==> src/rtl/thread_pkg.sv <==
// Shared thread-slot definitions for thread_manager and thread_scheduler.
// Latency: n/a (types and constants only).
// Backpressure: n/a.
package thread_pkg;

  typedef enum logic [1:0] {
    IDLE  = 2'd0,
    READY = 2'd1,
    SENT  = 2'd2
  } thread_state_e;

  localparam int DEF_NUM_THREADS = 8;
  localparam int DEF_PC_WIDTH    = 32;

endpackage

==> src/rtl/rr_arbiter.sv <==
// Round-robin priority search: first asserted req at or after ptr, wrapping.
// Latency: purely combinational.
// Backpressure: none; the caller decides whether to act on the grant.
module rr_arbiter #(
  parameter int N = 8,
  localparam int PW = $clog2(N)
) (
  input  logic [N-1:0]  req,
  input  logic [PW-1:0] ptr,
  output logic          grant_valid,
  output logic [PW-1:0] grant_idx
);

  logic [PW-1:0] cand;

  // Scan offsets from farthest to nearest so the nearest requester wins last.
  always_comb begin
    grant_valid = 1'b0;
    grant_idx   = '0;
    cand        = '0;
    for (int i = N - 1; i >= 0; i--) begin
      cand = ptr + i[PW-1:0];
      if (req[cand]) begin
        grant_valid = 1'b1;
        grant_idx   = cand;
      end
    end
  end

endmodule

==> src/rtl/thread_scheduler.sv <==
// Tracks per-slot thread state and issues READY threads round-robin to fetch.
// Latency: launch or resume to issue_valid is 2 cycles with an empty issue register.
// Backpressure: issue_tid/issue_pc hold while issue_valid && !issue_ready; launch stalls via launch_ready.
module thread_scheduler
  import thread_pkg::*;
#(
  parameter int NUM_THREADS = DEF_NUM_THREADS,
  parameter int PC_WIDTH    = DEF_PC_WIDTH,
  localparam int TID_WIDTH  = $clog2(NUM_THREADS)
) (
  input  logic                   clk,
  input  logic                   reset,
  input  logic                   launch_valid,
  input  logic [TID_WIDTH-1:0]   launch_tid,
  input  logic [PC_WIDTH-1:0]    launch_pc,
  output logic                   launch_ready,
  output logic                   issue_valid,
  output logic [TID_WIDTH-1:0]   issue_tid,
  output logic [PC_WIDTH-1:0]    issue_pc,
  input  logic                   issue_ready,
  input  logic                   resume_valid,
  input  logic [TID_WIDTH-1:0]   resume_tid,
  input  logic [PC_WIDTH-1:0]    resume_pc,
  input  logic                   retire_valid,
  input  logic [TID_WIDTH-1:0]   retire_tid,
  output logic [NUM_THREADS-1:0] thread_busy,
  output logic                   error_pulse
);

  thread_state_e          st_q [NUM_THREADS];
  thread_state_e          st_d [NUM_THREADS];
  logic [PC_WIDTH-1:0]    pc_q [NUM_THREADS];
  logic [PC_WIDTH-1:0]    pc_d [NUM_THREADS];
  logic [TID_WIDTH-1:0]   rr_ptr;
  logic [NUM_THREADS-1:0] ready_vec;
  logic [NUM_THREADS-1:0] busy_d;
  logic                   grant_valid;
  logic [TID_WIDTH-1:0]   grant_idx;
  logic                   issue_load;
  logic                   launch_fire;
  logic                   collide;
  logic                   resume_ok;
  logic                   retire_ok;
  logic                   err_d;

  assign launch_ready = (st_q[launch_tid] == IDLE);
  assign launch_fire  = launch_valid && launch_ready;
  assign issue_load   = !issue_valid || issue_ready;

  // A thread still sitting in the issue register has not reached the pipeline,
  // so any resume/retire naming it is bogus. Same-tid resume+retire: retire wins.
  assign collide   = resume_valid && retire_valid && (resume_tid == retire_tid);
  assign retire_ok = retire_valid && (st_q[retire_tid] == SENT)
                     && !(issue_valid && (issue_tid == retire_tid));
  assign resume_ok = resume_valid && !collide && (st_q[resume_tid] == SENT)
                     && !(issue_valid && (issue_tid == resume_tid));
  assign err_d     = (resume_valid && !resume_ok) || (retire_valid && !retire_ok);

  // Request vector for the arbiter: slots waiting to be issued.
  always_comb begin
    ready_vec = '0;
    for (int i = 0; i < NUM_THREADS; i++) ready_vec[i] = (st_q[i] == READY);
  end

  rr_arbiter #(.N(NUM_THREADS)) u_arb (
    .req         (ready_vec),
    .ptr         (rr_ptr),
    .grant_valid (grant_valid),
    .grant_idx   (grant_idx)
  );

  // Next slot state; launch (IDLE), grant (READY) and resume/retire (SENT) never hit the same slot.
  always_comb begin
    st_d = st_q;
    pc_d = pc_q;
    if (launch_fire) begin
      st_d[launch_tid] = READY;
      pc_d[launch_tid] = launch_pc;
    end
    if (issue_load && grant_valid) st_d[grant_idx] = SENT;
    if (resume_ok) begin
      st_d[resume_tid] = READY;
      pc_d[resume_tid] = resume_pc;
    end
    if (retire_ok) st_d[retire_tid] = IDLE;
    busy_d = '0;
    for (int i = 0; i < NUM_THREADS; i++) busy_d[i] = (st_d[i] != IDLE);
  end

  // Slot state, PCs, busy mirror and error pulse all advance on the same edge.
  always_ff @(posedge clk or negedge reset) begin
    if (!reset) begin
      for (int i = 0; i < NUM_THREADS; i++) begin
        st_q[i] <= IDLE;
        pc_q[i] <= '0;
      end
      thread_busy <= '0;
      error_pulse <= 1'b0;
    end else begin
      st_q        <= st_d;
      pc_q        <= pc_d;
      thread_busy <= busy_d;
      error_pulse <= err_d;
    end
  end

  // Issue register: reload when empty or being accepted; pointer moves past each grant.
  always_ff @(posedge clk or negedge reset) begin
    if (!reset) begin
      issue_valid <= 1'b0;
      issue_tid   <= '0;
      issue_pc    <= '0;
      rr_ptr      <= '0;
    end else if (issue_load) begin
      if (grant_valid) begin
        issue_valid <= 1'b1;
        issue_tid   <= grant_idx;
        issue_pc    <= pc_q[grant_idx];
        rr_ptr      <= grant_idx + TID_WIDTH'(1);
      end else begin
        issue_valid <= 1'b0;
      end
    end
  end

endmodule
==> config.mk <==
export PLATFORM = sky130hd
export DESIGN_NAME = thread_scheduler
export DESIGN_NICKNAME = d
export VERILOG_FILES = /design/src/rtl/thread_pkg.sv /design/src/rtl/rr_arbiter.sv /design/src/rtl/thread_scheduler.sv
export SDC_FILE = /design/constraint.sdc
export NUM_CORES = 1
export LEC_CHECK = 0
export BUFFER_PORTS_ARGS = -buffer_cell sky130_fd_sc_hd__buf_2
export CAP_MARGIN = 20
export CORE_MARGIN = 10
export CORE_UTILIZATION = 30
export DETAILED_ROUTE_END_ITERATION = 7
export PLACE_DENSITY = 0.49
export SYNTH_ARGS = -nofsm -noshare
export SYNTH_HDL_FRONTEND = slang
export SYNTH_SLANG_ARGS = --single-unit
export TNS_END_PERCENT = 10
==> constraint.sdc <==
create_clock -name clk -period 3.9 [get_ports clk]
set_clock_uncertainty 0.15 [all_clocks]
set_input_delay 0.78 -clock clk [delete_from_list [all_inputs] [get_ports clk]]
set_output_delay 0.78 -clock clk [all_outputs]
set_load 0.005 [all_outputs]
==> After elaboration in Yosys (flattened, before gate mapping) <==
Index checks and enable logic that the tools add are counted.
{ "totals": {"inputBits": 79, "word_cells": 174, "ff_bits": 320} }
{ "classes": {"reduce_logical": 35, "n_addsub": 8, "mux": 65, "magnitude_cmp": 16, "eq_ne": 13, "bitwise_logic": 15} }
{ "op_table": {"columns": ["op", "n"], "rows": [
  ["$bwmux W256", 2],
  ["$mux W256", 2],
  ["$demux W32 S3", 2],
  ["$mux W32", 4],
  ["$bmux W32 S3", 1],
  ["$mux W16", 4],
  ["$lt A3 B4 Y1 const B", 8],
  ["$and A8 B8 Y8", 3],
  ["$bmux W1 S3", 8],
  ["$demux W2 S3", 4],
  ["$mux W3", 8],
  ["$not A8 Y8", 3],
  ["$or A8 B8 Y8", 3],
  ["$mux W2", 10],
  ["$bmux W2 S3", 3],
  ["$logic_and A1 B1 Y1", 17],
  ["$mux W1", 17],
  ["$and A16 B16 Y16", 1],
  ["$eq A2 B1 Y1 const B", 8],
  ["$ge A4 B4 Y1 const B", 4],
  ["$lt A4 B1 Y1 const B", 4],
  ["$not A16 Y16", 1],
  ["$not A3 Y4", 4],
  ["$reduce_bool A2 Y1", 8],
  ["9 further kinds", 23]
]} }

==> Depth between registers and ports, before layout <==
{ "logic_depth": {"word_depth": 24, "mapped_depth": 15, "depth_no_buf": 11} }

==> By module <==
A second synthesis with hierarchy kept.
{ "hier_totals": {"hier_cells": 1717, "area_unflattened_um2": 17943.5} }
{ "modules_own_cells": {"columns": ["module", "n_inst", "cells_each", "seq_area_each_um2", "area_each_um2"], "rows": [
  ["thread_scheduler", 1, 1627, 8007.7, 17161.5],
  ["rr_arbiter", 1, 90, 0.0, 782.0]
]} }

==> Worst setup path after synthesis <==
OpenSTA, ideal clock, no wires.
{ "synth_path": {"path_kind": "reg2reg", "startpoint": "register rr_ptr[1]", "endpoint": "register issue_pc[22]", "setup_slack_ns": 0.206, "setup_ns": 0.122, "stages_incl_launch_ff": 14, "arrival_time_ns": 3.423, "period_less_slack_ns": 3.694, "path_cell_list": "dfrtp_1 clkinv_1 ha_1 clkbuf_1 mux4_2 a222oi_1 a211oi_1 o31a_1 a21o_2 buf_2 clkbuf_1 a211oi_1 o21ai_1 o2111a_1"} }
{ "synth_between": {"elab_chain_len": 15, "elab_cells_between_ends": 44} }
{ "synth_rtl": {"columns": ["element", "line", "text"], "rows": [
  ["start: declaration", "thread_scheduler.sv:34", "logic [TID_WIDTH-1:0] rr_ptr;"],
  ["start signal: assignment", "thread_scheduler.sv:119", "rr_ptr <= grant_idx + TID_WIDTH'(1);"],
  ["$add A3 B3 Y3", "rr_arbiter.sv:22", "cand = ptr + i[PW-1:0];"],
  ["$bmux W1 S3", "rr_arbiter.sv:23", "if (req[cand]) begin"],
  ["$mux W1 (implied by the code)", "rr_arbiter.sv:23", null],
  ["$mux W3 (8 in series)", "rr_arbiter.sv:23", null],
  ["$not A3 Y4 (implied by the code)", "thread_scheduler.sv:118", "issue_pc <= pc_q[grant_idx];"],
  ["$bmux W32 S3", "thread_scheduler.sv:118", null],
  ["$mux W32 (implied by the code) (2 in series)", "thread_scheduler.sv:118", null],
  ["end signal: assignment", "thread_scheduler.sv:118", null],
  ["end: declaration", "thread_scheduler.sv:19", "output logic [PC_WIDTH-1:0] issue_pc,"]
]} }
Parallel ways exist; a longest one is shown, timed or not. The select of a mux whose other input is x is not followed.
A chain may end at the register's enable or synchronous reset.

==> Worst setup path after layout <==
{ "layout_path": {"startpoint": "register st_q[10] in the netlist's numbering", "endpoint": "register issue_pc[27]"} }
{ "layout_between": {"elab_chain_len": 15, "elab_cells_between_ends": 38} }
{ "layout_rtl": {"columns": ["element", "line", "text"], "rows": [
  ["start: declaration", "thread_scheduler.sv:30", "thread_state_e st_q [NUM_THREADS];"],
  ["start signal: assignment", "thread_scheduler.sv:100", "st_q <= st_d;"],
  ["$eq A2 B1 Y1 (*)", "thread_scheduler.sv:62", "for (int i = 0; i < NUM_THREADS; i++) ready_vec[i] = (st_q[i] == READY);"],
  ["$bmux W1 S3", "rr_arbiter.sv:23", null],
  ["$mux W1 (implied by the code)", "rr_arbiter.sv:23", null],
  ["$mux W3 (8 in series)", "rr_arbiter.sv:23", null],
  ["$not A3 Y4 (implied by the code)", "thread_scheduler.sv:118", null],
  ["$bmux W32 S3", "thread_scheduler.sv:118", null],
  ["$mux W32 (implied by the code) (2 in series)", "thread_scheduler.sv:118", null]
]} }
Mark *: on every way between the ends. The rest lies on a longest branch, timed or not. The select of a mux whose other input is x is not followed.

==> metrics.sh <==
RUN_STATUS='completed'
WORST_EP_REQUIRED_TIME_NS=4.21
SYN-MEAN-INSTANCE-AREA_UM2=8.97
IR_DROP_V=0.00122
GRT_SETUP_UNREPAIRED='no'
DIE-HEIGHT_UM=267
GLOBAL_ROUTE.OVERFLOW_TOTAL=0
CLOCK-ROOT-BUFFER='clkbuf_16'
TOTALWIRELENGTH_UM=65000
CLKLATENCYLATEPIN_NS=0.57
YS_WARN_COUNT=0
CTS_INSERTED_BUFFERS=40
FIRSTDRTPASSITERS=5
CLK_PIN_SLEW_WORST_PATHS_NS=0.06
REPORT.FINAL.SLEW_VIOL_COUNT=0
DRIVE_GT1_FRAC=0.148
SYNTH.FF_LATCH_COUNT=320
DESIGN.FINAL.NETS=2124
TIMING.CRITICAL_PATH.ARRIVAL_NS=3.98
FIRST_ITER_VIOLATIONS=1241
POWER.DENSITY_CELL_AREA_mW_PER_MM2=1100
CRITPATHCAPTURETYPE='flip-flop'
HTREEDEPTH=2
SYNTH_TOP_CELLS_BY_AREA='dfrtp_1 (44%), mux2i_1 (15%), nand2_1 (8.5%)'
FINAL.PERIOD_UTILIZATION=0.942
WORST_SLACK_AFTER_DETAILED_PLACEMENT_NS=0.260
SYNTHTOPCELLSBYCOUNT='nand2_1 (412), dfrtp_1 (320), o21ai_0 (273), mux2i_1 (271), clkbuf_1 (142)'
TOP_USAGE_LAYER='met2'
MAX-CAP-VIOLATIONS=0
CTS-ROOT-TO-SINK-BUFFERS=3
VIAS_PER_CELL=5.33
FLIP_FLOP_CELL_WITH_THE_HIGHEST_COUNT_AFTER_SYNTHESIS='dfrtp_1'
FIN_TNS_SETUP_NS=0
CORE_MM2=0.0602
MIN_FROM='retire_valid'
WORST_SETUP_PATH_STARTPOINT='st_q[10]'
CRITICAL_PATH.REG2REG.STARTPOINT='st_q[10]'
POWER_mW=23.4
FINAL_CORE_UTILIZATION=0.352
WORSTPATHMAXFANOUT=42
SHARE_OF_YOSYS_CELL_AREA_CLAIMED_BY_THE_TOP_AREA_CELL_TYPE=0.439
GRTUSAGEMET1=0.238
ROW_COUNT=90
CTS_TREE='yes'
DRC_ERRORS=0
ASYNCSETRESETFLOPFRACSYNTH=1.00
TIMING_HOLD_VIOLATIONS_FINAL=0
ACHIEVABLE-FREQUENCY_MHz=272
SYNTH_AREA_LEADER_CELL='dfrtp_1'
I_O_PINS=125
TIGHTEST_SLEW_NS=0.804
DIE-AREA_MM2=0.0710
SETUP_SLACK_NS=0.225
SYN-INSTANCE-COUNT=2034
GRT_PASS1_VIAS=15400
HOLD_PATH.CLASS='in -> reg'
LEAKAGEPOWER_nW=7.87
SYNTH_TO_FINAL_AREA_CHANGE_PCT=16.2
SETUP_VIOL_COUNT_FINAL=0
NUMCLOCKSINKS=320
FIN_AREA_MM2=0.0212
TIMING.CRITICAL_PATH.FROM_TYPE='flip-flop'
PORT_BUFFERS=124
AVGROUTEDWIREPERCELL_UM=22.7
FLOORPLAN.DIE.WIDTH_UM=267
ROUTED-VIA-COUNT=15200
YOSYS.CELL_TYPES.COUNT=60
ANTENNA_FOUND_INITIAL=9
CRITICALPATHCATEGORY='reg -> reg'
ROUTABILITYCONGESTION=0.864
DPL_CELL_AREA_MM2=0.0198
DRT.ANTENNA.VIOLATING_NETS=0
CTS.REPAIR_TIMING.SETUP_BUFFER_COUNT=0
FINAL_PERIOD_MINUS_WORST_SETUP_SLACK_NS=3.68
GR-USAGE-MET2=0.288
GLOBAL_ROUTE_TRACK_USAGE_ON_MET3=0.0379
MAPPEDNETLISTAREA_MM2=0.0182
MAX-SLEW-MARGIN-REL=0.464
SYNTHMOSTINSTANTIATEDCELL='nand2_1'
START_UTIL=0.303
SYNTH_SEQUENTIAL_AREA_RATIO=0.439
HPWL_DETAILED_UM=40000
GR-USAGE-ALL-LAYERS=0.180
SYNTH_ENABLE_FLOP_CELLS=0
PIN_COUNT_OF_THE_BIGGEST_NET_ENTERING_GLOBAL_ROUTING=102
GRT_FIRST_PASS_WIRELENGTH_UM=99000
POSTSYNTHNETCOUNT=2115
## timing repair
item,4_1_cts,5_1_grt
endpoints found under the setup margin,0,1
hold buffers,1,0
hold endpoints to repair,18,0
resized for setup,0,1
## power breakdown
part	internal [mW]	switching, mW	leakage [nW]	total (mW)
registers	5.07	1.09	3.88	6.16
clock network	2.28	1.51	0.645	3.79
logic	5.09	8.35	3.34	13.4
## flip-flops by register name, indices dropped and copies added (netlist names)
signal and cells:
error_pulse 1, issue_tid 3, thread_busy 8, rr_ptr 3, st_q 16, issue_valid 1, pc_q 256, issue_pc 32
## logic make-up (layout without fill, tap and decap cells)
group,count (synthesis),in the layout,share of synthesized area
simple gates,589,589,0.138
compound gates,512,512,0.176
flops,320,320,0.439
buf+inv,305,343,0.0681
mux,292,292,0.170
xor+xnor,14,14,0.00672
fa+ha+maj,2,2,0.00137
other cells,0,6,0
## layout by cell type (no fill, tap or decap), types with 32 or more instances in the layout
master     netlist  final
a211oi_1       132    132
buf_2           51    123
buf_4            9     48
clkbuf_16        0     40
dfrtp_1        320    320
inv_1           72     72
mux2i_1        271    270
nand2_1        412    412
nand3_1         69     69
o2111a_1        32     32
o21ai_0        273    273
## final timing paths
path | endpoint | cells after the start | slack (ns)
worst max register to register | issue_pc[27] | 10 | 0.22
worst max-delay path | issue_pc[27] | 10 | 0.22
worst min-delay path | error_pulse | 3 | 0.34
max in group asynchronous | pc_q[209] | 3 | 2.04
min in group asynchronous | thread_busy[3] | 2 | 0.57
worst min register to register | pc_q[182] | 2 | 0.42
## layout make-up
| type | count | area, um2 |
|---|---|---|
| clock inverters | 9 | 138 |
| repair buffers | 198 | 1500 |
| diodes | 6 | 15.0 |
| fillers | 6106 | 39100 |
| flip-flops and latches | 320 | 8010 |
| multi-input cells | 1409 | 9080 |
| well taps | 782 | 978 |
| clock buffers | 62 | 1180 |
| inverters | 74 | 278 |
## metrics by stage
stage / hold WS (ns) / cells
after floorplan: 0.334 / 2034
after global placement: 0.396 / 2782
after detailed placement: 0.405 / 2782
after CTS: 0.306 / 2854
after global routing: 0.357 / 2856
final: 0.339 / 2860
## critical path, cell delays in order, from the launching register on
cell	delay (ns)
dfrtp_1	0.43
nor2b_1	0.39
mux2i_1	0.26
nor3_1	0.42
a211oi_1	0.09
or3_2	0.53
a21o_2	0.29
buf_4	0.32
a211oi_1	0.40
o21ai_1	0.13
o2111a_1	0.14
## metal layers
layer,vias up,part of all wire
li1,7101,-
met1,7598,0.45
met2,451,0.46
met3,87,0.066
met4,8,0.024
met5,-,0.00089
Note: power is estimated with default switching activity, not from simulation.
